--- src/rtl/spi_ram_slave_p.sv ---
// spi_ram_slave_p: SPI slave with an integrated single-port RAM.
// A frame is a 3-bit opcode followed by a WIDTH-bit payload, both MSB first.
// The frame either sets the write or read address, writes RAM, or reads one
// word back on MISO. Illegal opcodes raise a one-cycle cmd_err pulse.
// Optional feature macro: SPI_ADDR_AUTOINC_EN. When it is defined, write/read
// addresses step after each completed data transfer and wrap at MEM_DEPTH.
module spi_ram_slave_p #(
  parameter int WIDTH     = 8,
  parameter int MEM_DEPTH = 256
) (
  input  logic clk,
  input  logic rst_n,
  input  logic SS_n,
  input  logic MOSI,
  output logic MISO,
  output logic cmd_err
);

  localparam int CW = $clog2(WIDTH) + 1;
  localparam int AW = (MEM_DEPTH > 1) ? $clog2(MEM_DEPTH) : 1;

  localparam logic [CW-1:0]  CNT_OP_LAST = CW'(2);
  localparam logic [CW-1:0]  CNT_W_LAST  = CW'(WIDTH - 1);
  localparam logic [WIDTH:0] DEPTH_W     = (WIDTH + 1)'(MEM_DEPTH);

  localparam logic [2:0] OP_WR_ADDR = 3'b000;
  localparam logic [2:0] OP_WR_DATA = 3'b001;
  localparam logic [2:0] OP_RD_ADDR = 3'b110;
  localparam logic [2:0] OP_RD_DATA = 3'b111;

  typedef enum logic [2:0] {
    ST_IDLE      = 3'd0,
    ST_CMD       = 3'd1,
    ST_PAYLOAD   = 3'd2,
    ST_EXEC      = 3'd3,
    ST_READ_WAIT = 3'd4,
    ST_SEND      = 3'd5,
    ST_DISCARD   = 3'd6
  } state_t;

  // Only the four address/data opcodes are meaningful; the rest are errors.
  function automatic logic op_legal(input logic [2:0] op);
    logic ok;
    case (op)
      OP_WR_ADDR: ok = 1'b1;
      OP_WR_DATA: ok = 1'b1;
      OP_RD_ADDR: ok = 1'b1;
      OP_RD_DATA: ok = 1'b1;
      default:    ok = 1'b0;
    endcase
    return ok;
  endfunction

`ifdef SPI_ADDR_AUTOINC_EN
  localparam logic [WIDTH:0] LAST_W = (WIDTH + 1)'(MEM_DEPTH - 1);

  // Address step that wraps from the last RAM word back to zero.
  function automatic logic [WIDTH-1:0] addr_next(input logic [WIDTH-1:0] a);
    logic [WIDTH-1:0] n;
    if ({1'b0, a} == LAST_W) begin
      n = {WIDTH{1'b0}};
    end else begin
      n = a + WIDTH'(1);
    end
    return n;
  endfunction
`endif

  state_t           state_r;
  state_t           state_nxt_s;
  logic [CW-1:0]    cnt_r;
  logic [2:0]       op_r;
  logic [WIDTH-1:0] sh_r;
  logic [WIDTH-1:0] tx_r;
  logic [WIDTH-1:0] wr_addr_r;
  logic [WIDTH-1:0] rd_addr_r;
  logic             err_pend_r;
  logic             miso_r;
  logic             cmd_err_r;
  logic             miso_nxt_s;
  logic             cmd_err_nxt_s;
  logic             mem_we_s;
  logic             wr_in_range_s;
  logic             rd_in_range_s;
  logic [WIDTH-1:0] rd_data_s;

  logic [WIDTH-1:0] mem_r [0:MEM_DEPTH-1];

  assign wr_in_range_s = ({1'b0, wr_addr_r} < DEPTH_W);
  assign rd_in_range_s = ({1'b0, rd_addr_r} < DEPTH_W);
  assign mem_we_s      = (state_r == ST_EXEC) && !SS_n &&
                         (op_r == OP_WR_DATA) && wr_in_range_s;

  // Out-of-range reads return zero instead of aliasing into the RAM.
  always_comb begin
    rd_data_s = {WIDTH{1'b0}};
    if (rd_in_range_s) begin
      rd_data_s = mem_r[rd_addr_r[AW-1:0]];
    end else begin
      rd_data_s = {WIDTH{1'b0}};
    end
  end

  // FSM state register.
  always_ff @(posedge clk or negedge rst_n) begin
    if (!rst_n) begin
      state_r <= ST_IDLE;
    end else begin
      state_r <= state_nxt_s;
    end
  end

  // FSM next state; SS_n high always ends the frame.
  always_comb begin
    state_nxt_s = state_r;
    if (SS_n) begin
      state_nxt_s = ST_IDLE;
    end else begin
      case (state_r)
        ST_IDLE: state_nxt_s = ST_CMD;
        ST_CMD: begin
          if (cnt_r == CNT_OP_LAST) begin
            if (op_legal({op_r[1:0], MOSI})) begin
              state_nxt_s = ST_PAYLOAD;
            end else begin
              state_nxt_s = ST_DISCARD;
            end
          end else begin
            state_nxt_s = ST_CMD;
          end
        end
        ST_PAYLOAD: begin
          if (cnt_r == CNT_W_LAST) begin
            state_nxt_s = ST_EXEC;
          end else begin
            state_nxt_s = ST_PAYLOAD;
          end
        end
        ST_EXEC: begin
          if (op_r == OP_RD_DATA) begin
            state_nxt_s = ST_READ_WAIT;
          end else begin
            state_nxt_s = ST_DISCARD;
          end
        end
        ST_READ_WAIT: state_nxt_s = ST_SEND;
        ST_SEND: begin
          if (cnt_r == CNT_W_LAST) begin
            state_nxt_s = ST_DISCARD;
          end else begin
            state_nxt_s = ST_SEND;
          end
        end
        ST_DISCARD: state_nxt_s = ST_DISCARD;
        default:    state_nxt_s = ST_IDLE;
      endcase
    end
  end

  // Next values of the registered outputs: MISO carries the TX MSB while
  // streaming, cmd_err follows the error flag raised on the last opcode bit.
  always_comb begin
    miso_nxt_s    = 1'b0;
    cmd_err_nxt_s = err_pend_r;
    if (SS_n) begin
      miso_nxt_s = 1'b0;
    end else begin
      case (state_r)
        ST_READ_WAIT: miso_nxt_s = tx_r[WIDTH-1];
        ST_SEND: begin
          if (cnt_r == CNT_W_LAST) begin
            miso_nxt_s = 1'b0;
          end else begin
            miso_nxt_s = tx_r[WIDTH-1];
          end
        end
        default: miso_nxt_s = 1'b0;
      endcase
    end
  end

  // Output registers.
  always_ff @(posedge clk or negedge rst_n) begin
    if (!rst_n) begin
      miso_r    <= 1'b0;
      cmd_err_r <= 1'b0;
    end else begin
      miso_r    <= miso_nxt_s;
      cmd_err_r <= cmd_err_nxt_s;
    end
  end

  // Bit counter, opcode/payload/TX shifting and address updates.
  always_ff @(posedge clk or negedge rst_n) begin
    if (!rst_n) begin
      cnt_r      <= {CW{1'b0}};
      op_r       <= 3'b000;
      sh_r       <= {WIDTH{1'b0}};
      tx_r       <= {WIDTH{1'b0}};
      wr_addr_r  <= {WIDTH{1'b0}};
      rd_addr_r  <= {WIDTH{1'b0}};
      err_pend_r <= 1'b0;
    end else if (SS_n) begin
      cnt_r      <= {CW{1'b0}};
      err_pend_r <= 1'b0;
    end else begin
      err_pend_r <= 1'b0;
      case (state_r)
        ST_IDLE: cnt_r <= {CW{1'b0}};
        ST_CMD: begin
          op_r <= {op_r[1:0], MOSI};
          if (cnt_r == CNT_OP_LAST) begin
            cnt_r      <= {CW{1'b0}};
            err_pend_r <= !op_legal({op_r[1:0], MOSI});
          end else begin
            cnt_r <= cnt_r + CW'(1);
          end
        end
        ST_PAYLOAD: begin
          sh_r <= {sh_r[WIDTH-2:0], MOSI};
          if (cnt_r == CNT_W_LAST) begin
            cnt_r <= {CW{1'b0}};
          end else begin
            cnt_r <= cnt_r + CW'(1);
          end
        end
        ST_EXEC: begin
          cnt_r <= {CW{1'b0}};
          case (op_r)
            OP_WR_ADDR: wr_addr_r <= sh_r;
            OP_WR_DATA: begin
`ifdef SPI_ADDR_AUTOINC_EN
              wr_addr_r <= addr_next(wr_addr_r);
`endif
            end
            OP_RD_ADDR: rd_addr_r <= sh_r;
            OP_RD_DATA: tx_r <= rd_data_s;
            default: ;
          endcase
        end
        ST_READ_WAIT: begin
          cnt_r <= {CW{1'b0}};
          tx_r  <= {tx_r[WIDTH-2:0], 1'b0};
        end
        ST_SEND: begin
          if (cnt_r == CNT_W_LAST) begin
            cnt_r <= {CW{1'b0}};
`ifdef SPI_ADDR_AUTOINC_EN
            rd_addr_r <= addr_next(rd_addr_r);
`endif
          end else begin
            cnt_r <= cnt_r + CW'(1);
            tx_r  <= {tx_r[WIDTH-2:0], 1'b0};
          end
        end
        ST_DISCARD: cnt_r <= {CW{1'b0}};
        default:    cnt_r <= {CW{1'b0}};
      endcase
    end
  end

  // RAM write port; contents are deliberately not reset.
  always_ff @(posedge clk) begin
    if (mem_we_s) begin
      mem_r[wr_addr_r[AW-1:0]] <= sh_r;
    end
  end

  assign MISO    = miso_r;
  assign cmd_err = cmd_err_r;

endmodule

--- config.mk ---
export PLATFORM = sky130hd
export DESIGN_NAME = spi_ram_slave_p
export DESIGN_NICKNAME = d
export VERILOG_FILES = /design/src/rtl/spi_ram_slave_p.sv
export SDC_FILE = /design/constraint.sdc
export NUM_CORES = 2
export LEC_CHECK = 0
export CORE_MARGIN = 1.5
export CORE_UTILIZATION = 59
export CTS_CLUSTER_SIZE = 8
export DETAILED_ROUTE_END_ITERATION = 6
export PLACE_DENSITY = 0.72
export SLEW_MARGIN = 20
export SYNTH_ARGS = -nofsm -noshare
export SYNTH_HDL_FRONTEND = slang
export SYNTH_SLANG_ARGS = --single-unit
export TNS_END_PERCENT = 30
--- constraint.sdc ---
create_clock -name clk -period 8.32 [get_ports clk]
set_input_delay 0.832 -clock clk [delete_from_list [all_inputs] [get_ports clk]]
set_output_delay 0.832 -clock clk [all_outputs]
set_load 0.005 [all_outputs]
==> results.yml <==
sta:
  period_share_pct: 60.8
  hold_violations: 0
  fmax_ghz: 0.198
  slew_violations: 0
  layout_min_cycle_time_ps: 5060
  clock_skew_ps: 48.2
  worst_slack_ps: 3260
  worst_slew_pin_slew_ps: 1290
  setup_tns_ps: 0
  slew_headroom_pct: 13.5
  setup_viol: 0
  rsz0062_at_grt: "false"
worst_setup_path:
  r2r_slack_ps: 3260
  arrival_ps: 5810
  critPathMaxStageDelay_ps: 910
  startpoint: "rd_addr_r[2]"
  crit_family: "simple AND/OR/NAND/NOR gates"
  cp_cell_sequence: "buf_4, buf_4, nor2b_1, a22oi_1, nand3_1, nand2_1, nor4_1, or4_1, o21ai_1"
  worstSetupStartpointType: "flop"
  cp-end-kind: "flop"
  cp.depth: 9
  reg2reg_depth: 9
  endpoint: "tx_r[3]"
  reg2reg_from: "rd_addr_r[2]"
  critical_path_peak_fanout: 54
  cp_num_buf_inv: 2
  cpMaxStageDelayCell: "nor2b_1"
  crit_required_ps: 9070
  worstSetupPathType: "flop to flop"
  r2r_end: "tx_r[3]"
  crit_top_cell: "buf_4"
clocking:
  cts_tree: "built"
  clkSinkCount: 2093
  htreeDepth: 5
  cts_resized: 0
  cts_made_buffers: 311
  cts_hold_buf: 1
  ctsLongestPathBuffers: 4
  clkTransAtPathRegs_ps: 50
  cts_setup_buffers: 0
  clockRootBuffer: "clkbuf_16"
  clk_latency_ps: 920
synth:
  ys_seq_area_share_pct: 76.7
  netlist_area_um2: 81700
  yosysWarnings: 0
  syn_nets: 3900
  syn-instance-count: 3894
  synth_cell_types: 78
  synthArstFlopShare_pct: 2.15
  ys_seq_elements: 2093
  synth_flop_cell: "edfxtp_1"
  synth_edf_count: 2048
  synth.avg_cell_area_um2: 21.0
detailed_routing:
  drc_errors: 0
  via_per_inst: 7.08
  drt_pass1_iterations: 6
  final_antenna_net_count: 0
  wl_per_cell_um: 36.3
  routed_wl_mm: 215
  drtIter0Drc: 6879
  vias: 41800
grt:
  met1_usage_pct: 45.0
  top_usage_layer: "met2"
  grt_start_max_net_pins: 189
  grt_pass1_vias: 41700
  grt_pass1_wl_mm: 307
  groute.usage.overall_pct: 31.1
  use_met3_pct: 9.40
  grt_use_met2_pct: 45.2
  antenna_found_initial: 5
  grt_overflow_total: 0
job:
  max_cap_viol_count: 0
power_and_ir_drop:
  p_switching_uw: 5120
  vdd_drop_max_v: 0.000163
  powerDensity_nw_per_um2: 262
  p_clk_share_pct: 45.3
  seq_power_share_pct: 49.9
  comb_power_share_pct: 4.8
  sw_frac_of_total_pct: 21.4
  power.leakage_uw: 0.0286
  power.internal_uw: 18800
placed_design:
  portBuffers: 5
  gp_congestion: 0.908
  pre_cts_slack_ps: 3050
  dp_hpwl_mm: 124
floorplanning:
  die-area_um2: 141000
  start_util_pct: 59.4
  core_area_um2: 137000
  fp.dieH_um: 375
  num_rows: 136
  ios: 6
  die_w_um: 375
cells_and_area:
  layout_commonest_cell: "edfxtp_1"
  layout_common_cells: "2048 x edfxtp_1, 483 x mux4_2, 315 x clkbuf_16"
  syn2layout_area_growth_pct: 11.9
  drive_above_1_share_pct: 23.2
  layout.nets: 4076
worst_hold_path:
  hold_path_class: "flop to flop"
run_status:
  status: "complete, no violations"
cells by family (layout without fill, tap and decap cells):
logic type / count (synthesis) / count (layout) / share of synthesized area [%]
flops: 2093 / 2093 / 76.7
simple gates: 619 / 619 / 3.32
other cells: 0 / 2 / 0
buf+inv: 227 / 449 / 1.78
mux: 651 / 651 / 15.6
fa+ha+maj: 2 / 2 / 0.0306
xor+xnor: 3 / 3 / 0.0322
compound gates: 299 / 299 / 2.60
cell type report:
class | count | area (µm²)
fillers | 8424 | 46000
clock buffers | 351 | 8020
repair buffers | 81 | 731
flip-flops and latches | 2093 | 62700
diodes | 2 | 5.00
multi-input cells | 1574 | 17700
clock inverters | 8 | 95.1
well taps | 1794 | 2240
inverters | 9 | 37.5
per-stage QoR:
| step | hold slack, ps | instances | cell area (µm²) | power [µW] | util [%] |
|---|---|---|---|---|---|
| finish | 345 | 5912 | 91500 | 23900 | 66.5 |
| global route | 356 | 5910 | 91500 | 24400 | 66.5 |
| CTS | 347 | 5910 | 91400 | 24000 | 66.5 |
| detailed placement | 336 | 5550 | 83300 | 13300 | 60.6 |
| global placement | 333 | 5550 | 83300 | 13200 | 60.6 |
| floorplan | 331 | 3894 | 81700 | 12800 | - |
per-layer routing:
layer  routed length (µm)  vias to the layer above  share of wire (%)
li1                     -                    16400                  -
met1                80700                    21800                 38
met2                97700                     3150                 45
met3                28000                      494                 13
met4                 8440                        0                3.9
met5                    0                        -                  0
sequential cells by signal, indices dropped and copies added, names as in the netlist:
name           cells
MISO               1
state_r            3
mem_r           2048
cnt_r              4
tx_r               8
cmd_err            1
op_r               3
wr_addr_r          8
cmd_err_nxt_s      1
rd_addr_r          8
sh_r               8
cells in the mapped netlist (17+ instances only):
master	number	share of area, %
mux2i_1	131	1.6
a211oi_1	25	0.23
o21ai_0	33	0.20
a32oi_1	17	0.18
nor2_1	309	1.4
dfrtp_1	45	1.4
a22oi_1	52	0.48
nand2_1	156	0.72
nand3_1	36	0.22
a21oi_1	39	0.24
nor2b_1	29	0.22
o22ai_1	44	0.34
buf_2	52	0.32
buf_6	35	0.48
edfxtp_1	2048	75
buf_4	28	0.26
mux2_2	29	0.40
mux4_2	483	13
clkbuf_1	79	0.36
how the worst min path moves through the flow:
| stage | start | depth (start not counted) | slack, ps | end |
|---|---|---|---|---|
| global route | cmd_err_nxt_s | 0 | 360 | cmd_err |
| global placement | cmd_err_nxt_s | 0 | 330 | cmd_err |
| detailed placement | cmd_err_nxt_s | 0 | 340 | cmd_err |
| finish | cmd_err_nxt_s | 0 | 340 | cmd_err |
| floorplan | cmd_err_nxt_s | 0 | 330 | cmd_err |
| CTS | cmd_err_nxt_s | 0 | 350 | cmd_err |
power by group through the flow:
stage	clock network, µW	registers [µW]	logic (µW)
finish	10800	11900	1150
global route	11300	11900	1190
CTS	10900	11900	1130
floorplan	0	12200	575
global placement	0	12100	1120
detailed placement	0	12100	1130
(Power assumes the default switching activity.)
